[src/rtl/io_pkg.sv]
// Shared constants and types for the IO input port: word width, FIFO depth,
// and the word/occupancy types derived from them.
package io_pkg;
  localparam int IO_DATA_W     = 32;
  localparam int IO_FIFO_DEPTH = 4;

  typedef logic [IO_DATA_W-1:0]                io_word_t;
  typedef logic [$clog2(IO_FIFO_DEPTH+1)-1:0]  io_cnt_t;
endpackage

[src/rtl/io_input_port_if.sv]
// Device-side and core-side signals of the IO input port. The optional
// underflow error pair exists only when IO_IN_UNDERFLOW_ERR_EN is defined.
interface io_input_port_if
  import io_pkg::*;
#(
  parameter int DATA_W = IO_DATA_W,
  parameter int DEPTH  = IO_FIFO_DEPTH
);
  logic                         ext_valid;
  logic [DATA_W-1:0]            ext_data;
  logic                         ext_ready;
  logic                         io_req;
  logic                         io_pop;
  logic [DATA_W-1:0]            io_data;
  logic                         io_avail;
  logic                         io_stall;
  logic [$clog2(DEPTH+1)-1:0]   io_count;
`ifdef IO_IN_UNDERFLOW_ERR_EN
  logic                         io_err;
  logic                         io_err_clr;
`endif

  // Driver side: external device plus decode stage.
  modport master (
    output ext_valid, ext_data, io_req, io_pop,
`ifdef IO_IN_UNDERFLOW_ERR_EN
    output io_err_clr,
    input  io_err,
`endif
    input  ext_ready, io_data, io_avail, io_stall, io_count
  );

  // The port itself.
  modport slave (
    input  ext_valid, ext_data, io_req, io_pop,
`ifdef IO_IN_UNDERFLOW_ERR_EN
    input  io_err_clr,
    output io_err,
`endif
    output ext_ready, io_data, io_avail, io_stall, io_count
  );
endinterface

[src/rtl/io_fifo_mem.sv]
// DEPTH x DATA_W register array: synchronous write port, asynchronous read
// port, used as the show-ahead FIFO storage.
module io_fifo_mem #(
  parameter int DATA_W = 32,
  parameter int DEPTH  = 4
) (
  input  logic                       clk,
  input  logic                       we,
  input  logic [$clog2(DEPTH)-1:0]   waddr,
  input  logic [DATA_W-1:0]          wdata,
  input  logic [$clog2(DEPTH)-1:0]   raddr,
  output logic [DATA_W-1:0]          rdata
);
  logic [DATA_W-1:0] mem [DEPTH];

  // NOTE: storage has no reset; occupancy gates every read, so stale contents
  // are never observed and the array maps onto plain flops or LUT RAM.
  always_ff @(posedge clk) begin
    if (we) mem[waddr] <= wdata;
  end

  assign rdata = mem[raddr];
endmodule

[src/rtl/io_input_port.sv]
// IO input port: show-ahead FIFO between an external device and the decode
// write mux. Define IO_IN_UNDERFLOW_ERR_EN for a sticky underflow flag.
module io_input_port
  import io_pkg::*;
#(
  parameter int DATA_W = IO_DATA_W,
  parameter int DEPTH  = IO_FIFO_DEPTH
) (
  input  logic             clk,
  input  logic             rst_n,
  io_input_port_if.slave   bus
);
  localparam int AW = $clog2(DEPTH);
  localparam int CW = $clog2(DEPTH+1);

  logic [AW-1:0]     wr_ptr;
  logic [AW-1:0]     rd_ptr;
  logic [CW-1:0]     count;
  logic              full;
  logic              empty;
  logic              push;
  logic              pop;
  logic [DATA_W-1:0] head;

  // Status derives from registered count only, so ext_ready never sees io_pop.
  assign full  = (count == CW'(DEPTH));
  assign empty = (count == '0);
  assign push  = bus.ext_valid & ~full;
  assign pop   = bus.io_pop & ~empty;

  // NOTE: sequential state uses non-blocking assignments so every register
  // samples pre-edge values regardless of statement order.
  always_ff @(posedge clk or negedge rst_n) begin
    if (!rst_n) begin
      wr_ptr <= '0;
      rd_ptr <= '0;
      count  <= '0;
    end else begin
      if (push) wr_ptr <= wr_ptr + AW'(1);
      if (pop)  rd_ptr <= rd_ptr + AW'(1);
      unique case ({push, pop})
        2'b10:   count <= count + CW'(1);
        2'b01:   count <= count - CW'(1);
        default: count <= count;
      endcase
    end
  end

  io_fifo_mem #(
    .DATA_W (DATA_W),
    .DEPTH  (DEPTH)
  ) u_mem (
    .clk   (clk),
    .we    (push),
    .waddr (wr_ptr),
    .wdata (bus.ext_data),
    .raddr (rd_ptr),
    .rdata (head)
  );

  assign bus.ext_ready = ~full;
  assign bus.io_avail  = ~empty;
  assign bus.io_data   = empty ? '0 : head;
  assign bus.io_stall  = bus.io_req & empty;
  assign bus.io_count  = count;

`ifdef IO_IN_UNDERFLOW_ERR_EN
  logic err_q;

  // Set has priority over clear when both land in the same cycle.
  always_ff @(posedge clk or negedge rst_n) begin
    if (!rst_n)                   err_q <= 1'b0;
    else if (bus.io_pop && empty) err_q <= 1'b1;
    else if (bus.io_err_clr)      err_q <= 1'b0;
  end

  assign bus.io_err = err_q;
`endif
endmodule
[src/flat_wrapper.sv]
// flat-port wrapper written by rule: the top's interface ports become plain ports
module io_input_port_flat import io_pkg::*;
#(
  parameter int DATA_W = IO_DATA_W,
  parameter int DEPTH  = IO_FIFO_DEPTH
)
  (clk, rst_n, bus_ext_valid, bus_ext_data, bus_io_req, bus_io_pop, bus_ext_ready, bus_io_data, bus_io_avail, bus_io_stall, bus_io_count);
  io_input_port_if #(.DATA_W(DATA_W), .DEPTH(DEPTH)) bus_i ();
  input  logic clk;
  input  logic rst_n;
  input wire logic [$bits(bus_i.ext_valid)-1:0] bus_ext_valid;
  input wire logic [$bits(bus_i.ext_data)-1:0] bus_ext_data;
  input wire logic [$bits(bus_i.io_req)-1:0] bus_io_req;
  input wire logic [$bits(bus_i.io_pop)-1:0] bus_io_pop;
  output wire logic [$bits(bus_i.ext_ready)-1:0] bus_ext_ready;
  output wire logic [$bits(bus_i.io_data)-1:0] bus_io_data;
  output wire logic [$bits(bus_i.io_avail)-1:0] bus_io_avail;
  output wire logic [$bits(bus_i.io_stall)-1:0] bus_io_stall;
  output wire logic [$bits(bus_i.io_count)-1:0] bus_io_count;
  assign bus_i.ext_valid = bus_ext_valid;
  assign bus_i.ext_data = bus_ext_data;
  assign bus_i.io_req = bus_io_req;
  assign bus_i.io_pop = bus_io_pop;
  assign bus_ext_ready = bus_i.ext_ready;
  assign bus_io_data = bus_i.io_data;
  assign bus_io_avail = bus_i.io_avail;
  assign bus_io_stall = bus_i.io_stall;
  assign bus_io_count = bus_i.io_count;
  io_input_port #(.DATA_W(DATA_W), .DEPTH(DEPTH)) u_core (.clk(clk), .rst_n(rst_n), .bus(bus_i));
endmodule
[config.mk]
export PLATFORM = sky130hd
export DESIGN_NAME = io_input_port_flat
export DESIGN_NICKNAME = d
export VERILOG_FILES = /design/src/rtl/io_pkg.sv /design/src/rtl/io_input_port_if.sv /design/src/rtl/io_fifo_mem.sv /design/src/rtl/io_input_port.sv /design/src/flat_wrapper.sv
export SDC_FILE = /design/constraint.sdc
export NUM_CORES = 1
export LEC_CHECK = 0
export ABC_AREA = 0
export BUFFER_PORTS_ARGS = -buffer_cell sky130_fd_sc_hd__clkbuf_2
export CAP_MARGIN = 20
export CELL_PAD_IN_SITES_DETAIL_PLACEMENT = 1
export CELL_PAD_IN_SITES_GLOBAL_PLACEMENT = 2
export CORE_MARGIN = 5
export CORE_UTILIZATION = 47
export DETAILED_ROUTE_END_ITERATION = 10
export PLACE_DENSITY = 0.92
export SYNTH_ARGS = -nofsm -noshare
export SYNTH_HDL_FRONTEND = slang
export SYNTH_SLANG_ARGS = --single-unit
export TNS_END_PERCENT = 50
[constraint.sdc]
create_clock -name clk -period 3.51 [get_ports clk]
set_input_delay 0.702 -clock clk [delete_from_list [all_inputs] [get_ports clk]]
set_output_delay 0.702 -clock clk [all_outputs]
set_load 0.02 [all_outputs]
==> results of run 1 <==
==> state kept, by name (all words and copies together) (netlist names) <==
register and flops:
u_core.u_mem.mem 128, u_core.wr_ptr 2, u_core.rd_ptr 2, u_core.bus.io_count 3
==> cell usage in the layout, fill, tap and decap left out, drive strengths merged <==
cell type	n
clkinv	8
mux2	1
xnor2	3
and2	34
bufinv	4
o21ai	1
ha	5
clkbuf	92
or3b	1
nand3	1
mux4	32
nor2	2
buf	2
inv	7
clkinvlp	2
xor2	3
and3	4
nand2	1
edfxtp	128
or3	1
fa	1
dfrtp	7
==> synthesized netlist by cell type (2+ instances only) <==
cell,n,area (um^2)
inv_1,7,26.3
xor2_1,3,26.3
buf_6,4,45.0
and3_2,4,30.0
xnor2_1,3,26.3
clkbuf_1,5,18.8
mux4_2,32,721
and2_1,33,206
dfrtp_1,7,175
ha_1,5,62.6
buf_2,3,15.0
nor2_1,2,7.51
edfxtp_1,128,3840
==> worst max path at each step <==
stage,startpoint,endpoint,cells past startpoint
2_1_floorplan,u_core.bus.io_count[0],bus_io_stall,4
3_3_place_gp,u_core.rd_ptr[0],bus_io_data[2],4
3_5_place_dp,u_core.rd_ptr[0],bus_io_data[2],4
4_1_cts,u_core.rd_ptr[0],bus_io_data[21],4
5_1_grt,u_core.rd_ptr[0],bus_io_data[12],4
6_report,u_core.rd_ptr[0],bus_io_data[21],4
==> logic make-up (layout without fill, tap and decap cells) <==
| kind of cell | Yosys count | in the layout | synth area share [%] |
|---|---|---|---|
| AO/OA/AOI/OAI | 1 | 1 | 0.0947 |
| XOR/XNOR | 6 | 6 | 0.996 |
| adder cells (fa/ha/maj) | 6 | 6 | 1.56 |
| buffers and inverters | 19 | 115 | 1.99 |
| flip-flops | 135 | 135 | 76.1 |
| multiplexers | 33 | 33 | 13.9 |
| AND/OR/NAND/NOR | 44 | 44 | 5.29 |
==> per-layer routing <==
metal	vias to the layer above	wire length [um]	global-route usage [%]
li1	1136	-	-
met1	1366	4370	21.7
met2	94	5750	29.5
met3	13	520	4.96
met4	0	123	6.03
met5	-	0	0
==> through the flow <==
| step | std cells | instance area [um^2] | setup slack [ns] |
|---|---|---|---|
| 2_1_floorplan | 244 | 5280 | 1.22 |
| 5_1_grt | 480 | 6390 | 0.363 |
| 3_3_place_gp | 448 | 5780 | 0.916 |
| 6_report | 480 | 6390 | 0.495 |
| 3_5_place_dp | 448 | 5780 | 0.903 |
| 4_1_cts | 480 | 6390 | 0.425 |
==> power by group through the flow <==
stage          logic (mW)  registers, mW  clock network, mW
6_report             1.99           2.39               1.83
5_1_grt              2.14           2.43               1.95
4_1_cts              2.04           2.40               1.85
3_5_place_dp         2.01           2.42                  0
3_3_place_gp         1.98           2.39                  0
2_1_floorplan        1.52           2.25                  0
==> area by class of cell <==
type,instances,area [um^2]
flip-flops and latches,135,4020
multi-input cells,90,1150
clock buffers,18,429
well taps,140,175
inverters,7,26.3
repair buffers,76,398
clock inverters,14,183
fillers,975,4550
==> worst max-delay path, cell delays in order (launching register included) <==
cell and delay (ns):
dfrtp_2 0.73, buf_12 0.27, mux4_2 0.53, and2_1 0.19, clkbuf_2 0.16
==> impl_metrics.env, run 1 <==
export IMPL_status="completed"
export IMPL_irDropWorstVdd_v=0.000424
export IMPL_portBuffers=74
export IMPL_combPwrFrac_pct=32.0
export IMPL_hold_violations=0
export IMPL_power_frac_clock_pct=29.5
export IMPL_nets=370
export IMPL_tns_ns=0
export IMPL_seq_area_frac_synth_pct=76.1
export IMPL_cts_sinks=135
export IMPL_required_ns=2.81
export IMPL_dr_pass1_iters=4
export IMPL_async_flop_share_pct=5.19
export IMPL_die_w_um=116
export IMPL_root_buffer="clkbuf_16"
export IMPL_max_slew_margin_pct=41.2
export IMPL_reg2reg_to="u_core.bus.io_count[2]"
export IMPL_post_cts_repair_setup_buffers=0
export IMPL_synth_seq_cells=135
export IMPL_postSynthAreaPerCell_um2=21.6
export IMPL_clk_latency_ns=0.41
export IMPL_drc=0
export IMPL_cts_htree_levels=4
export IMPL_n_antenna_cell=0
export IMPL_yosys_warnings=0
export IMPL_synth_distinct_cells=21
export IMPL_p_leak_nw=2.30
export IMPL_sw_frac_of_total_pct=32.5
export IMPL_drv_slew=0
export IMPL_crit_path_end_kind="primary output"
export IMPL_initial_core_util_pct=48.3
export IMPL_crit_arrival_ns=2.31
export IMPL_io_pins=75
export IMPL_routabilityCongestion=0.687
export IMPL_cts_tree="built"
export IMPL_grt_ovfl_total=0
export IMPL_die_area_um2=13500
export IMPL_grt_usage_pct=17.4
export IMPL_rr_worst_depth=8
export IMPL_max_freq_mhz=332
export IMPL_holdCritPathClass="in2async"
export IMPL_dr_total_vias=2609
export IMPL_core_um2=10900
export IMPL_worst_pin_slew_ns=0.882
export IMPL_fin_skew_ns=0.00576
export IMPL_grt_max_degree=34
export IMPL_routed_wl_mm=10.8
export IMPL_wl_per_cell_um=22.4
export IMPL_layout_min_cycle_time_ns=3.02
export IMPL_antenna_found_initial=0
export IMPL_fin_util_pct=58.4
export IMPL_syn_to_final_growth_pct=21.0
export IMPL_startpoint_type="flop"
export IMPL_ant_nets=0
export IMPL_r2r_start="u_core.bus.io_count[0]"
export IMPL_netlist_area_um2=5280
export IMPL_rsz0062_at_grt="no"
export IMPL_drt_initial_drc_count=150
export IMPL_setup_viol_count_final=0
export IMPL_reg2reg_slack_ns=1.18
export IMPL_hpwl_mm=6.06
export IMPL_synth_nets=287
export IMPL_cts_hold_buf=0
export IMPL_viasPerCell=5.44
export IMPL_fin_crit_sh_pct=85.9
export IMPL_power_density_nw_per_um2=973
export IMPL_p_int_mw=4.20
export IMPL_post_cts_resized=0
export IMPL_grt_pass1_wl_mm=16.6
export IMPL_cp_max_fo=18
export IMPL_whs_ns=0.120
export IMPL_synthFlopType="edfxtp_1"
export IMPL_finalPower_mw=6.22
export IMPL_grt_pass1_vias=2852
export IMPL_die_y_um=116
export IMPL_rows=38
export IMPL_cts_path_max_buffers=2
export IMPL_critPathKind="reg2out"
export IMPL_clk_pin_slew_ns=0.06
export IMPL_synth_edf_count=128
export IMPL_synth_cells=244
export IMPL_p_seq_share_pct=38.5
export IMPL_maxCapViolCount=0
export IMPL_p_sw_mw=2.02
export IMPL_cts_buffers=17
export IMPL_drive_gt1_share_pct=42.6
Power figures use the tool's default switching activity.
==> run 2: changes to the inputs <==
--- a/config.mk
+++ b/config.mk
@@ -13,7 +13,7 @@
 export CORE_MARGIN = 5
 export CORE_UTILIZATION = 47
 export DETAILED_ROUTE_END_ITERATION = 10
-export PLACE_DENSITY = 0.92
+export PLACE_DENSITY = 0.8
 export SYNTH_ARGS = -nofsm -noshare
 export SYNTH_HDL_FRONTEND = slang
 export SYNTH_SLANG_ARGS = --single-unit
==> impl_metrics.env, run 2 (synthesis results as in run 1) <==
export IMPL_viasPerCell=5.35
export IMPL_largest_reg_flops=128
export IMPL_drv_slew=0
export IMPL_clk_latency_ns=0.40
export IMPL_cts_sinks=135
export IMPL_drive_gt1_share_pct=43.4
export IMPL_cts_hold_buf=0
export IMPL_p_leak_nw=2.30
export IMPL_ant_nets=0
export IMPL_layout_min_cycle_time_ns=2.85
export IMPL_required_ns=2.81
export IMPL_routed_wl_mm=10.1
export IMPL_status="completed"
export IMPL_cp_max_fo=19
export IMPL_hold_violations=0
export IMPL_cts_path_max_buffers=2
export IMPL_antenna_found_initial=0
export IMPL_regMostFlops="u_core.u_mem.mem"
export IMPL_dr_pass1_iters=4
export IMPL_grt_pass1_vias=2894
export IMPL_holdCritPathClass="in2async"
export IMPL_grt_max_degree=34
export IMPL_crit_path_end_kind="primary output"
export IMPL_wl_per_cell_um=21.1
export IMPL_max_slew_margin_pct=38.5
export IMPL_slowest_delay_ns=0.66
export IMPL_postPlaceCellArea_um2=5770
export IMPL_irDropWorstVdd_v=0.000497
export IMPL_whs_ns=0.134
export IMPL_core_um2=10900
export IMPL_root_buffer="clkbuf_16"
export IMPL_path_cells="or3_1 > buf_4 > and2_1 > clkbuf_2"
export IMPL_r2r_start="u_core.bus.io_count[0]"
export IMPL_met3_length_um=418
export IMPL_power_density_nw_per_um2=970
export IMPL_cp_slowest_cell="or3_1"
export IMPL_hpwl_mm=5.99
export IMPL_nFillCells=964
export IMPL_grt_ovfl_total=0
export IMPL_drc=0
export IMPL_nets=371
export IMPL_setup_viol_count_final=0
export IMPL_crit_end="bus_io_data[1]"
export IMPL_routabilityCongestion=0.682
export IMPL_fin_skew_ns=0.00625
export IMPL_dr_total_vias=2574
export IMPL_post_cts_repair_setup_buffers=0
export IMPL_grt_pass1_wl_mm=16.2
export IMPL_crit_arrival_ns=2.14
export IMPL_highest_layer="met4"
export IMPL_cts_htree_levels=4
export IMPL_clk_pin_slew_ns=0.06
export IMPL_die_area_um2=13500
export IMPL_maxCapViolCount=0
export IMPL_startpoint="u_core.bus.io_count[0]"
export IMPL_rows=38
export IMPL_worst_pin_slew_ns=0.923
export IMPL_syn_to_final_growth_pct=21.2
export IMPL_rr_worst_depth=6
export IMPL_n_antenna_cell=0
export IMPL_finish_instance_area_um2=6400
export IMPL_initial_core_util_pct=48.3
export IMPL_tns_ns=0
export IMPL_met2_length_mm=5.30
export IMPL_reg2reg_to="u_core.bus.io_count[1]"
export IMPL_final_common_cell="edfxtp_1"
export IMPL_cts_buffers=17
export IMPL_drt_initial_drc_count=135
export IMPL_dp_slack_ns=1.06
export IMPL_grt_usage_pct=16.7
export IMPL_startpoint_type="flop"
export IMPL_reg2reg_slack_ns=1.14
export IMPL_cts_tree="built"
export IMPL_rsz0062_at_grt="no"
export IMPL_met1_length_mm=4.23
export IMPL_max_freq_mhz=351
export IMPL_post_cts_resized=0
export IMPL_portBuffers=74
export IMPL_io_pins=75
export IMPL_critPathKind="reg2out"
export IMPL_fin_crit_sh_pct=81.1
export IMPL_die_y_um=116
export IMPL_die_w_um=116
export IMPL_layout_common_cells="edfxtp_1, clkbuf_2, and2_1, mux4_2, clkbuf_16"
export IMPL_worst_slack_ns=0.665
-- run 2: per-stage QoR --
stage          instances  total power, mW  util [%]
6_report             481             6.21      58.5
5_1_grt              481             6.53      58.5
4_1_cts              481             6.31      58.5
3_5_place_dp         449             4.42      52.8
3_3_place_gp         449             4.38      52.8
2_1_floorplan        244             3.78         -
-- run 2: how the worst min path moves through the flow --
stage,startpoint,to,slack [ns]
global route,rst_n,u_core.bus.io_count[1],0.13
detailed placement,u_core.bus.io_count[2],u_core.bus.io_count[2],0.52
floorplan,rst_n,u_core.bus.io_count[0],0.41
CTS,rst_n,u_core.bus.io_count[1],0.13
finish,rst_n,u_core.bus.io_count[1],0.13
global placement,u_core.bus.io_count[0],u_core.bus.io_count[0],0.52
-- run 2: power breakdown --
group	internal (mW)	switching, mW
registers	2.15	0.184
logic	0.865	1.15
clock network	1.20	0.668
-- run 2: cell type report --
type / instances / area (um^2) / share of cell area [%]
timing repair buffer: 77 / 393 / 6.14
multi-input combinational: 90 / 1150 / 18.0
inverter: 7 / 26.3 / 0.411
clock inverter: 13 / 195 / 3.05
tap: 140 / 175 / 2.74
sequential: 135 / 4020 / 62.8
clock buffer: 19 / 433 / 6.77
-- run 2: metal layers --
metal	GRT usage [%]	vias to the layer above
li1	-	1142
met1	21.5	1360
met2	27.5	60
met3	3.39	12
met4	7.66	0
met5	0	-
-- run 2: critical path: cells and delay by family, from the launching register on --
kind                   cells  cell delay, ns
buffers and inverters      2            0.48
DFF                        1            0.43
and+or+nand+nor            2            0.82
